===== src/rtl/pio_pkg.sv =====
// Shared constants and types for the OSR/FIFO block.
package pio_pkg;

  localparam int DEF_DATA_W = 32;
  localparam int DEF_DEPTH  = 4;

  // Shift direction as seen on the shiftdir port.
  typedef enum logic {
    SHIFT_LEFT  = 1'b0,  // MSB first
    SHIFT_RIGHT = 1'b1   // LSB first
  } shift_dir_e;

  // The single OSR operation selected for a cycle.
  typedef enum logic [1:0] {
    OP_NONE  = 2'd0,
    OP_MOV   = 2'd1,  // load from mov_in (mov_en or non-blocking empty pull)
    OP_POP   = 2'd2,  // load from FIFO head
    OP_SHIFT = 2'd3
  } osr_op_e;

endpackage


===== src/rtl/sync_fifo.sv =====
// Single-clock FIFO, power-of-two depth, head visible combinationally on rd_data.
// A write becomes poppable only from the following cycle (level counts it then).
module sync_fifo #(
  parameter int W     = 32,
  parameter int DEPTH = 4
) (
  input  logic                     clk,
  input  logic                     rst,
  input  logic                     push,
  input  logic                     pop,
  input  logic [W-1:0]             wr_data,
  output logic [W-1:0]             rd_data,
  output logic [$clog2(DEPTH):0]   level
);
  localparam int AW = $clog2(DEPTH);

  logic [W-1:0]  mem [DEPTH];
  logic [AW-1:0] wptr, rptr;
  logic          do_push, do_pop;

  assign do_push = push && (level < (AW+1)'(DEPTH));
  assign do_pop  = pop && (level != '0);
  assign rd_data = mem[rptr];

  // Storage: no reset needed, but a write during reset is discarded.
  always_ff @(posedge clk) begin
    if (do_push && !rst) mem[wptr] <= wr_data;
  end

  // Pointers wrap naturally because DEPTH is a power of two.
  always_ff @(posedge clk) begin
    if (rst) begin
      wptr  <= '0;
      rptr  <= '0;
      level <= '0;
    end else begin
      if (do_push) wptr <= wptr + 1'b1;
      if (do_pop)  rptr <= rptr + 1'b1;
      level <= level + (AW+1)'(do_push) - (AW+1)'(do_pop);
    end
  end

endmodule


===== src/rtl/osr_fifo.sv =====
// Output shift register fed by a small TX FIFO, with explicit/auto pull and mov.
module osr_fifo
  import pio_pkg::*;
#(
  parameter int DATA_W = DEF_DATA_W,
  parameter int DEPTH  = DEF_DEPTH
) (
  input  logic                        clk,
  input  logic                        rst,
  input  logic [DATA_W-1:0]           wr_data,
  input  logic                        wr_valid,
  output logic                        wr_ready,
  output logic [$clog2(DEPTH):0]      fifo_level,
  input  logic                        shift_en,
  input  logic [$clog2(DATA_W)-1:0]   shift_count,
  input  logic                        shiftdir,
  input  logic                        autopull,
  input  logic [$clog2(DATA_W)-1:0]   pull_thresh,
  input  logic                        pull_req,
  input  logic                        pull_block,
  input  logic                        mov_en,
  input  logic [DATA_W-1:0]           mov_in,
  output logic [DATA_W-1:0]           data_out,
  output logic [DATA_W-1:0]           osr,
  output logic [$clog2(DATA_W):0]     shift_counter,
  output logic                        stall,
  output logic                        pulled
);
  localparam int CW = $clog2(DATA_W) + 1;

  logic [DATA_W-1:0] fifo_head;
  logic              fifo_empty;
  logic [CW-1:0]     n, thresh;
  logic              refill_due;
  osr_op_e           op;
  shift_dir_e        dir;
  logic [DATA_W-1:0] sh_osr, sh_out;
  logic [CW:0]       cnt_sum;
  logic [CW-1:0]     cnt_sat;

  assign wr_ready   = fifo_level < CW'(0) + ($clog2(DEPTH)+1)'(DEPTH);
  assign fifo_empty = (fifo_level == '0);
  assign dir        = shift_dir_e'(shiftdir);

  // A zero count/threshold encodes a full word.
  assign n          = (shift_count == '0) ? CW'(DATA_W) : CW'(shift_count);
  assign thresh     = (pull_thresh == '0) ? CW'(DATA_W) : CW'(pull_thresh);
  assign refill_due = autopull && (shift_counter >= thresh);

  sync_fifo #(.W(DATA_W), .DEPTH(DEPTH)) u_fifo (
    .clk     (clk),
    .rst     (rst),
    .push    (wr_valid && wr_ready),
    .pop     (op == OP_POP),
    .wr_data (wr_data),
    .rd_data (fifo_head),
    .level   (fifo_level)
  );

  // Pick one OSR operation by priority; flag requests that cannot proceed.
  always_comb begin
    op    = OP_NONE;
    stall = 1'b0;
    if (mov_en) begin
      op = OP_MOV;
    end else if (pull_req) begin
      if (!fifo_empty)     op    = OP_POP;
      else if (pull_block) stall = 1'b1;
      else                 op    = OP_MOV;
    end else if (refill_due && !fifo_empty) begin
      // A pending shift waits for the refill and retries next cycle.
      op    = OP_POP;
      stall = shift_en;
    end else if (shift_en) begin
      if (refill_due) stall = 1'b1;
      else            op    = OP_SHIFT;
    end
  end

  // Shift datapath; shifting by DATA_W yields zero, and the mask becomes all ones.
  always_comb begin
    if (dir == SHIFT_RIGHT) begin
      sh_osr = osr >> n;
      sh_out = osr & ~({DATA_W{1'b1}} << n);
    end else begin
      sh_osr = osr << n;
      sh_out = osr >> (CW'(DATA_W) - n);
    end
    cnt_sum = {1'b0, shift_counter} + {1'b0, n};
    cnt_sat = (cnt_sum > (CW+1)'(DATA_W)) ? CW'(DATA_W) : cnt_sum[CW-1:0];
  end

  // OSR state update; after reset the OSR reads as fully consumed.
  always_ff @(posedge clk) begin
    if (rst) begin
      osr           <= '0;
      data_out      <= '0;
      shift_counter <= CW'(DATA_W);
      pulled        <= 1'b0;
    end else begin
      pulled <= (op == OP_POP);
      unique case (op)
        OP_MOV: begin
          osr           <= mov_in;
          shift_counter <= '0;
        end
        OP_POP: begin
          osr           <= fifo_head;
          shift_counter <= '0;
        end
        OP_SHIFT: begin
          osr           <= sh_osr;
          data_out      <= sh_out;
          shift_counter <= cnt_sat;
        end
        default: ;
      endcase
    end
  end

endmodule


===== config.mk =====
export PLATFORM = sky130hd
export DESIGN_NAME = osr_fifo
export DESIGN_NICKNAME = d
export VERILOG_FILES = /design/src/rtl/pio_pkg.sv /design/src/rtl/sync_fifo.sv /design/src/rtl/osr_fifo.sv
export SDC_FILE = /design/constraint.sdc
export NUM_CORES = 1
export LEC_CHECK = 0
export CAP_MARGIN = 20
export CORE_UTILIZATION = 30
export DETAILED_ROUTE_END_ITERATION = 6
export GPL_TIMING_DRIVEN = 1
export HOLD_SLACK_MARGIN = 0.15
export PLACE_DENSITY = 0.53
export SYNTH_ARGS = -nofsm -noshare
export SYNTH_HDL_FRONTEND = slang
export SYNTH_HIERARCHICAL = 1
export SYNTH_SLANG_ARGS = --single-unit

===== constraint.sdc =====
create_clock -name clk -period 3.7 [get_ports clk]
set_input_delay 0.74 -clock clk [delete_from_list [all_inputs] [get_ports clk]]
set_output_delay 0.74 -clock clk [all_outputs]
set_load 0.005 [all_outputs]

# After elaboration in Yosys (flattened, before gate mapping)
# Memories as Yosys holds them, arrays and structs flattened. A register that Yosys moved wholly into a read port is not among the register bits.
# Cells that the tools add are included.
# classes
bitwise,2
order_cmp,4
eq_ne,3
add_sub_neg,6
reduce_logical,15
shift,4
muxes,25
# ops
operator,count
$pmux W32 S3,1
$mux W32,2
$shr A32 B6 Y32,2
$and A32 B32 Y32,1
$not A32 Y32,1
$shl A32 B6 Y32,1
$shl A32 B6 Y32 const A,1
$mux W6,3
$mux W2,8
$pmux W6 S2,1
$logic_not A5 Y1,2
$mux W1,10
$add A6 B6 Y7,1
$gt A7 B6 Y1 const B,1
$ge A6 B6 Y1,1
$logic_and A1 B1 Y1,6
$lt A3 B3 Y1 const B,2
$reduce_bool A3 Y1,2
$sub A6 B6 Y6 const A,1
$add A2 B1 Y2 const B,2
$eq A2 B2 Y1 const B,2
$add A3 B1 Y3,1
$logic_not A3 Y1,1
$sub A3 B1 Y3,1
other kinds (4),5
# word_totals
wordCells,67
ram_bits,128
output_inout_bits,76
register_bits,78
in_bits,83
mem_count,1
# mem_list
memory,words,word_bits,rd,rd_clocked_by_memory_dff,write_ports,line,text
u_fifo.mem,4,32,1,1,1,sync_fifo.sv:17,logic [W-1:0] mem [DEPTH];

# Depth between registers and ports, before layout
# Gate-level depths: netlist of run 1.
# logic_depth
ltp_word,13
mapped_depth,18
mapped_depth_nobuf,17

# By module
# Netlist of run 1, hierarchy kept.
# by_module_without_submodules
mod,cells_per_inst,instances,area_each_um2
osr_fifo,1187,1,9445.3
sync_fifo,213,1,5099.9

# Worst setup path after synthesis of run 1
# No wires, ideal clock.
# synth_path
kind,input port to flip-flop
from,in shift_count[0]
to,reg data_out[0]
t_arrival_ps,3726
setup_slack_ps,-158
n_path_buf,6
cell_stages,13
cell_sequence,buf_4 > buf_6 > clkinv_1 > buf_2 > buf_2 > ha_1 > buf_2 > clkbuf_1 > mux4_2 > mux4_2 > a22o_1 > a311oi_1 > nor3_1
# synth_via
elab_chain_cells,6
word_cells_on_any_way,8
cone_classes,add/sub: 1; shift: 2; mux: 2; bitwise: 2; reduce/logical: 1
# synth_lines
element,line,text
from (decl),osr_fifo.sv:15,"input logic [$clog2(DATA_W)-1:0] shift_count,"
$logic_not A5 Y1,osr_fifo.sv:46,assign n = (shift_count == '0) ? CW'(DATA_W) : CW'(shift_count);
$mux W6 (*),osr_fifo.sv:46,
branches (longest 3 deep; another with $sub A6 B6 Y6),n/a,
$mux W32 (*),osr_fifo.sv:82,if (dir == SHIFT_RIGHT) begin
to (signal assigned),osr_fifo.sv:113,data_out <= sh_out;
to (decl),osr_fifo.sv:23,"output logic [DATA_W-1:0] data_out,"
# Every way passes the cells marked *.
# A chain may end at the register's enable or synchronous reset.

# Worst setup path after layout of run 1
# layout_path
from,in pull_thresh[3]
to,reg u_fifo.level[2]
# layout_via
elab_chain_cells,12
word_cells_on_any_way,13
cone_classes,add/sub: 1; order compare: 1; eq/ne: 1; mux: 6; reduce/logical: 4
# layout_lines
element,line,text
from (decl),osr_fifo.sv:18,"input logic [$clog2(DATA_W)-1:0] pull_thresh,"
$logic_not A5 Y1,osr_fifo.sv:47,assign thresh = (pull_thresh == '0) ? CW'(DATA_W) : CW'(pull_thresh);
$mux W6 (*),osr_fifo.sv:47,
$ge A6 B6 Y1 (*),osr_fifo.sv:48,assign refill_due = autopull && (shift_counter >= thresh);
$logic_and A1 B1 Y1 (*),osr_fifo.sv:48,
$mux W2,osr_fifo.sv:75,if (refill_due) stall = 1'b1;
$mux W2,osr_fifo.sv:74,end else if (shift_en) begin
$mux W2 (*),osr_fifo.sv:70,end else if (refill_due && !fifo_empty) begin
$mux W2 (*),osr_fifo.sv:66,end else if (pull_req) begin
$mux W2 (*),osr_fifo.sv:64,if (mov_en) begin
$eq A2 B2 Y1 (*),osr_fifo.sv:54,".pop (op == OP_POP),"
$logic_and A1 B1 Y1 (*),sync_fifo.sv:22,assign do_pop = pop && (level != '0);
named net u_fifo.do_pop,sync_fifo.sv:19,"logic do_push, do_pop;"
$sub A3 B1 Y3 (*),sync_fifo.sv:39,level <= level + (AW+1)'(do_push) - (AW+1)'(do_pop);
to (signal assigned),sync_fifo.sv:39,
to (decl),sync_fifo.sv:13,output logic [$clog2(DEPTH):0] level
# The timed path passes the listed nets; every way through them passes the cells marked *.

==> results_dict.tcl, run 1 <==
set metrics [dict create \
    crit_path_end_kind "flip-flop" \
    antenna_cells 0 \
    clkSinkCount 208 \
    max_clock_freq_ghz 0.2864 \
    initial_core_util 0.3046 \
    postLayoutSetupSlackWorst_ns 0.2086 \
    clockBufferDepth 3 \
    num_rows 80 \
    io_buffers 158 \
    p_leak_uw 0.006316 \
    hold_end "data_out[15]" \
    synth_top_family_by_area "multiplexers" \
    reg2reg_setup_slack_ns 0.64 \
    synthFlopType "edfxtp_1" \
    layout_min_cycle_time_ns 3.491 \
    peakVddDrop_mv 0.4386 \
    avgViaCountPerCell 5.922 \
    ys_types 77 \
    hold_depth 2 \
    final_nets 1662 \
    netlist_instances 1400 \
    cts_tree "yes" \
    finalCritPeriodShare 0.9436 \
    r2r_cells 8 \
    first_pass_iters 6 \
    min_path_type "reg -> reg" \
    crit_type "in -> reg" \
    grt_pass1_vias 12630 \
    routed-via-count 12950 \
    dp_hpwl_um 44230 \
    cts_buffers 23 \
    gp_congestion 0.9585 \
    htreeDepth 1 \
    detail_route.wl_per_cell_um 27.31 \
    cp_data_arrival_time_ns 3.86 \
    synth_compound_area_frac 0.1758 \
    cp-start-kind "primary input" \
    min-delay-start "data_out[15]" \
    grt_pass1_wl_um 87550 \
    clk_pin_slew_ns 0.06 \
    finalHoldViolCount 0 \
    grt_overflow_total 0 \
    drc_errors 0 \
    area_growth_pct 24.08 \
    cts_root_buffer "clkbuf_16" \
    rsz0062_at_grt "no" \
    clock_latency_ns 0.51 \
    ys_seq_area_frac 0.3744 \
    r2r_end "data_out[1]" \
    dieArea_um2 49370 \
    r2r-start "osr[18]" \
    preCtsSetupSlack_ns -0.4803 \
    drive_gt1_frac 0.2101 \
    core_um2 47750 \
    drv_slew 0 \
    relSlewSlack 0.3362 \
    grt_use_total 0.2383 \
    p_per_area_nw_per_um2 477.6 \
    setup_violations 0 \
    syn-cell-area_um2 14550 \
    avgSynthCellArea_um2 10.39 \
    clock_skew_ns 0.009308 \
    stdcell_area_um2 18050 \
    worstPathMaxFanout 3 \
    ant_nets 0 \
    die_w_um 222.2 \
    required_ns 4.07 \
    synthSimpleGateAreaFrac 0.1148 \
    routed_wl_um 59700 \
    syn-num-nets 1507 \
    yosysWarnings 6 \
    ys_async_sr_fraction 0 \
    maxCapViolCount 0 \
    grt_start_max_net_pins 78 \
    die_h_um 222.2 \
    ys_ff_latch 208 \
    io_pins 159 \
    synthAdderAreaFrac 0.02168 \
    synth_edf_count 128 \
    drt_iter0_markers 1492 \
    worst_pin_slew_ns 0.9943 \
    dpl_cell_area_um2 17280 \
    synth_xor_area_frac 0.007828 \
    antenna_found_initial 1 \
    status "complete, no violations" \
    muxShareOfSynthArea 0.2448 \
]
==> kinds of logic (layout without fill, tap and decap cells) <==
| kind of cell | Yosys count | count (layout) |
|---|---|---|
| buffers and inverters | 187 | 358 |
| adders and majority gates | 24 | 24 |
| xor gates and xnor gates | 13 | 13 |
| DFF | 208 | 208 |
| AOI/OAI and AO/OA | 377 | 377 |
| and+or+nand+nor | 375 | 375 |
| muxes | 216 | 216 |
==> cell type report <==
| type | count | area, um^2 |
|---|---|---|
| inverters | 29 | 108.9 |
| well taps | 615 | 769.5 |
| clock buffers | 29 | 598.1 |
| flip-flops and latches | 208 | 5446 |
| fillers | 4626 | 29700 |
| multi-input cells | 1005 | 8290 |
| clock inverters | 12 | 125.1 |
| repair buffers | 288 | 2709 |
==> stage by stage <==
| stage | utilization | total power [uW] | hold WS (ns) | setup TNS [ns] | std cells |
|---|---|---|---|---|---|
| after detailed placement | 0.3619 | 6366 | 0.4482 | -3.876 | 2144 |
| final | 0.3780 | 8619 | 0.4524 | 0 | 2186 |
| after global routing | 0.3780 | 9004 | 0.4792 | 0 | 2186 |
| after CTS | 0.3770 | 8585 | 0.4565 | 0 | 2185 |
| after global placement | 0.3619 | 6368 | 0.4483 | -2.009 | 2144 |
| after floorplan | - | 4837 | 0.4482 | 0 | 1400 |
==> placed cells by master, fill, tap and decap left out, types with 7 or more instances in the layout <==
cell / n
ha_1: 22
a32oi_1: 11
a21oi_1: 67
o21a_1: 16
a31oi_1: 12
and2_1: 16
buf_4: 119
o311ai_0: 10
nor2b_1: 12
clkdlybuf4s50_1: 151
mux2i_1: 76
a22o_1: 7
inv_1: 25
dfxtp_1: 79
o211ai_1: 17
o31ai_1: 9
a221oi_1: 13
o21ai_0: 81
a211oi_1: 35
nand3_1: 25
edfxtp_1: 128
nor3_1: 32
a22oi_1: 14
nor2_1: 124
mux4_2: 106
mux2_2: 32
xnor2_1: 8
clkbuf_16: 23
o22ai_1: 13
buf_12: 14
a311oi_1: 14
nand2_1: 129
==> worst max-delay path by stage <==
| stage | from | to | slack [ns] | cells past startpoint |
|---|---|---|---|---|
| finish | pull_thresh[3] | u_fifo/level[2] | 0.21 | 18 |
| global route | pull_thresh[3] | u_fifo/level[2] | 0.03 | 18 |
| detailed placement | pull_thresh[3] | u_fifo/level[2] | -0.48 | 18 |
| CTS | pull_thresh[0] | u_fifo/level[2] | 0.07 | 18 |
| global placement | pull_thresh[3] | u_fifo/level[2] | -0.44 | 18 |
| floorplan | shift_count[0] | shift_counter[3] | 0.008 | 17 |
==> where the power goes <==
group          internal [uW]  switching [uW]
sequential              2690             475
clock                   1290             902
combinational           1520            1750
==> flip-flops by register name, indices dropped and copies added, names as in the netlist, named ones only <==
register / count
data_out: 32
osr: 32
pulled: 1
shift_counter: 6
u_fifo/level: 3
u_fifo/mem: 128
u_fifo/rptr: 2
u_fifo/wptr: 2
==> worst max-delay path: stages <==
cell,delay (ns)
clkdlybuf4s50_1,0.45
nor4_2,0.29
nand2_1,0.08
ha_1,0.29
o21ai_0,0.12
o21ai_1,0.10
o21ba_4,0.27
nor3_4,0.05
nand2_1,0.11
inv_1,0.05
o31a_1,0.11
ha_1,0.28
inv_1,0.04
ha_1,0.18
fa_2,0.35
xnor2_2,0.17
xnor2_1,0.13
nor2_1,0.05
==> per-layer routing <==
metal	routed length [um]	GRT usage	vias up
li1	-	-	5710
met1	25990	0.3426	6486
met2	26480	0.3596	677
met3	5826	0.05210	71
met4	1400	0.06317	2
met5	9	0	-
==> Yosys cell counts, types with 32 or more instances <==
cell type	n	area (um^2)
a211oi_1	36	270.3
a21oi_1	70	350.3
clkbuf_1	97	364.1
dfxtp_1	80	1602
edfxtp_1	128	3844
mux2_2	32	360.4
mux2i_1	76	760.7
mux4_2	106	2387
nand2_1	129	484.2
nor2_1	124	465.5
nor3_1	33	165.2
o21ai_0	82	410.4
==> timing repair <==
| action | 4_1_cts | 5_1_grt |
|---|---|---|
| pin swaps | 1 | 5 |
| setup buffers | 0 | 1 |
| hold buffers | 0 | 0 |
| setup endpoints to repair | 1 | 2 |
| gates resized for setup | 1 | 8 |
Power figures use the tool's default switching activity.
==> run 2, diff against run 1 <==
Settings changed: CORE_MARGIN from default to 2, REMOVE_ABC_BUFFERS from default to 1, SKIP_LAST_GASP from default to 1.
==> results_dict.tcl, run 2 (same netlist as run 1, synthesis figures left out) <==
set metrics [dict create \
    num_rows 80 \
    cts_root_buffer "clkbuf_16" \
    layout_min_cycle_time_ns 3.460 \
    drt_iter0_markers 1217 \
    peakVddDrop_mv 0.2828 \
    top_register "u_fifo/mem" \
    ant_nets 0 \
    clock_latency_ns 0.59 \
    finalCritPeriodShare 0.9352 \
    worstPathMaxFanout 3 \
    cp_data_arrival_time_ns 3.92 \
    p_leak_uw 0.006355 \
    power_uw 8858 \
    grt_pass1_wl_um 86550 \
    gp_congestion 0.9734 \
    clk_pin_slew_ns 0.06 \
    die_w_um 224.2 \
    worst_pin_slew_ns 0.9941 \
    crit_path_end_kind "flip-flop" \
    htreeDepth 1 \
    max_clock_freq_ghz 0.2890 \
    final_common_cell "clkdlybuf4s50_1" \
    cts_tree "yes" \
    dieArea_um2 50260 \
    initial_core_util 0.3040 \
    rsz0062_at_grt "no" \
    crit_type "in -> reg" \
    min_path_type "in -> reg" \
    path_cells "clkdlybuf4s50_1 > nor4_2 > nand2_1 > ha_1 > o21ai_0 > o21ai_1 > o21ba_2 > a21oi_4 > nand2_1 > inv_1 > o31a_1 > ha_1 > inv_1 > ha_1 > fa_1 > xnor2_1 > xnor2_1 > nor2_1" \
    layout_common_cells "clkdlybuf4s50_1 (150), nand2_1 (129), edfxtp_1 (128)" \
    final_nets 1654 \
    die_h_um 224.2 \
    avgViaCountPerCell 5.924 \
    antenna_found_initial 0 \
    required_ns 4.16 \
    io_pins 159 \
    cp-start-kind "primary input" \
    relSlewSlack 0.3363 \
    p_per_area_nw_per_um2 489.1 \
    grt_start_max_net_pins 68 \
    post-cts-setup-buffer-count 0 \
    clkSinkCount 208 \
    io_buffers 158 \
    preCtsSetupSlack_ns -0.4524 \
    postLayoutSetupSlackWorst_ns 0.2396 \
    drive_gt1_frac 0.2095 \
    routed-via-count 12930 \
    setup_violations 0 \
    clockBufferDepth 3 \
    clock_skew_ns 0.02953 \
    finalHoldViolCount 0 \
    maxCapViolCount 0 \
    holdWs_ns 0.4367 \
    drc_errors 0 \
    core_um2 47850 \
    grt_pass1_vias 12820 \
    crit_path_max_incr_delay_ns 0.44 \
    holdBufCountCts 0 \
    routed_wl_um 58350 \
    crit_top_cell "ha_1" \
    status "complete, no violations" \
    detail_route.wl_per_cell_um 26.74 \
    drv_slew 0 \
    dp_hpwl_um 42050 \
    area_growth_pct 24.52 \
    largest_reg_flops 128 \
    first_pass_iters 7 \
    reg_top3 "u_fifo/mem x128, data_out x32, osr x32" \
    crit_path_top_delay_cell "clkdlybuf4s50_1" \
    grt_use_total 0.2297 \
    cts_buffers 25 \
    grt_overflow_total 0 \
]
==> run 2: cell types whose count changed in the layout (fill, tap and decap cells not counted), moves of 2 or more <==
cell	change
buf_4	-11
bufinv_16	+2
clkbuf_1	-6
clkbuf_16	+2
clkinv_2	+5
dlymetal6s2s_1	+2
==> run 2: path summary, 6_finish.rpt <==
path / start / end / slack (ns) / cells after the start
worst min-delay path: rst / data_out[8] / 0.44 / 2
worst max-delay path: pull_thresh[2] / u_fifo/level[2] / 0.24 / 18
worst min register to register: data_out[8] / data_out[8] / 0.46 / 2
worst max register to register: shift_counter[3] / u_fifo/level[2] / 0.54 / 15
==> run 2: layout make-up <==
type	instances	area (um^2)
tap	615	769.5
multi-input combinational	1005	8265
clock inverter	20	226.5
clock buffer	26	639.4
fill	4770	29730
inverter	29	108.9
sequential	208	5446
antenna	1	2.502
timing repair buffer	278	2653
==> run 2: critical path, delay by kind of cell <==
| family | cells | cell delay, ns |
|---|---|---|
| buf+inv | 3 | 0.53 |
| compound gates | 5 | 0.70 |
| simple gates | 4 | 0.50 |
| fa+ha+maj | 4 | 1.14 |
| xor+xnor | 2 | 0.31 |
==> run 2: timing repair <==
item	CTS	global route
endpoints found under the setup margin	1	2
pin swaps	0	1
gates resized for setup	1	6
==> run 2: metal layers <==
metal | GRT usage | up-vias | share of wire
li1 | - | 5701 | -
met1 | 0.3159 | 6464 | 0.42
met2 | 0.3659 | 645 | 0.46
met3 | 0.04066 | 116 | 0.082
met4 | 0.07669 | 0 | 0.036
met5 | 0 | - | 0
==> run 2: report_power, final <==
part	switching (uW)	internal (uW)	total, uW	leakage (uW)
sequential	481	2690	3170	0.00182
clock	1080	1540	2630	0.000423
combinational	1610	1450	3060	0.00411
==> run 2: metrics by stage <==
| step | TNS [ns] | std cells | util | instance area, um^2 |
|---|---|---|---|---|
| 5_1_grt | 0 | 2181 | 0.3785 | 18110 |
| 2_1_floorplan | -27.54 | 1242 | - | 13770 |
| 3_3_place_gp | -1.063 | 2135 | 0.3599 | 17220 |
| 3_5_place_dp | -1.412 | 2135 | 0.3599 | 17220 |
| 4_1_cts | 0 | 2181 | 0.3781 | 18090 |
| 6_report | 0 | 2182 | 0.3785 | 18110 |
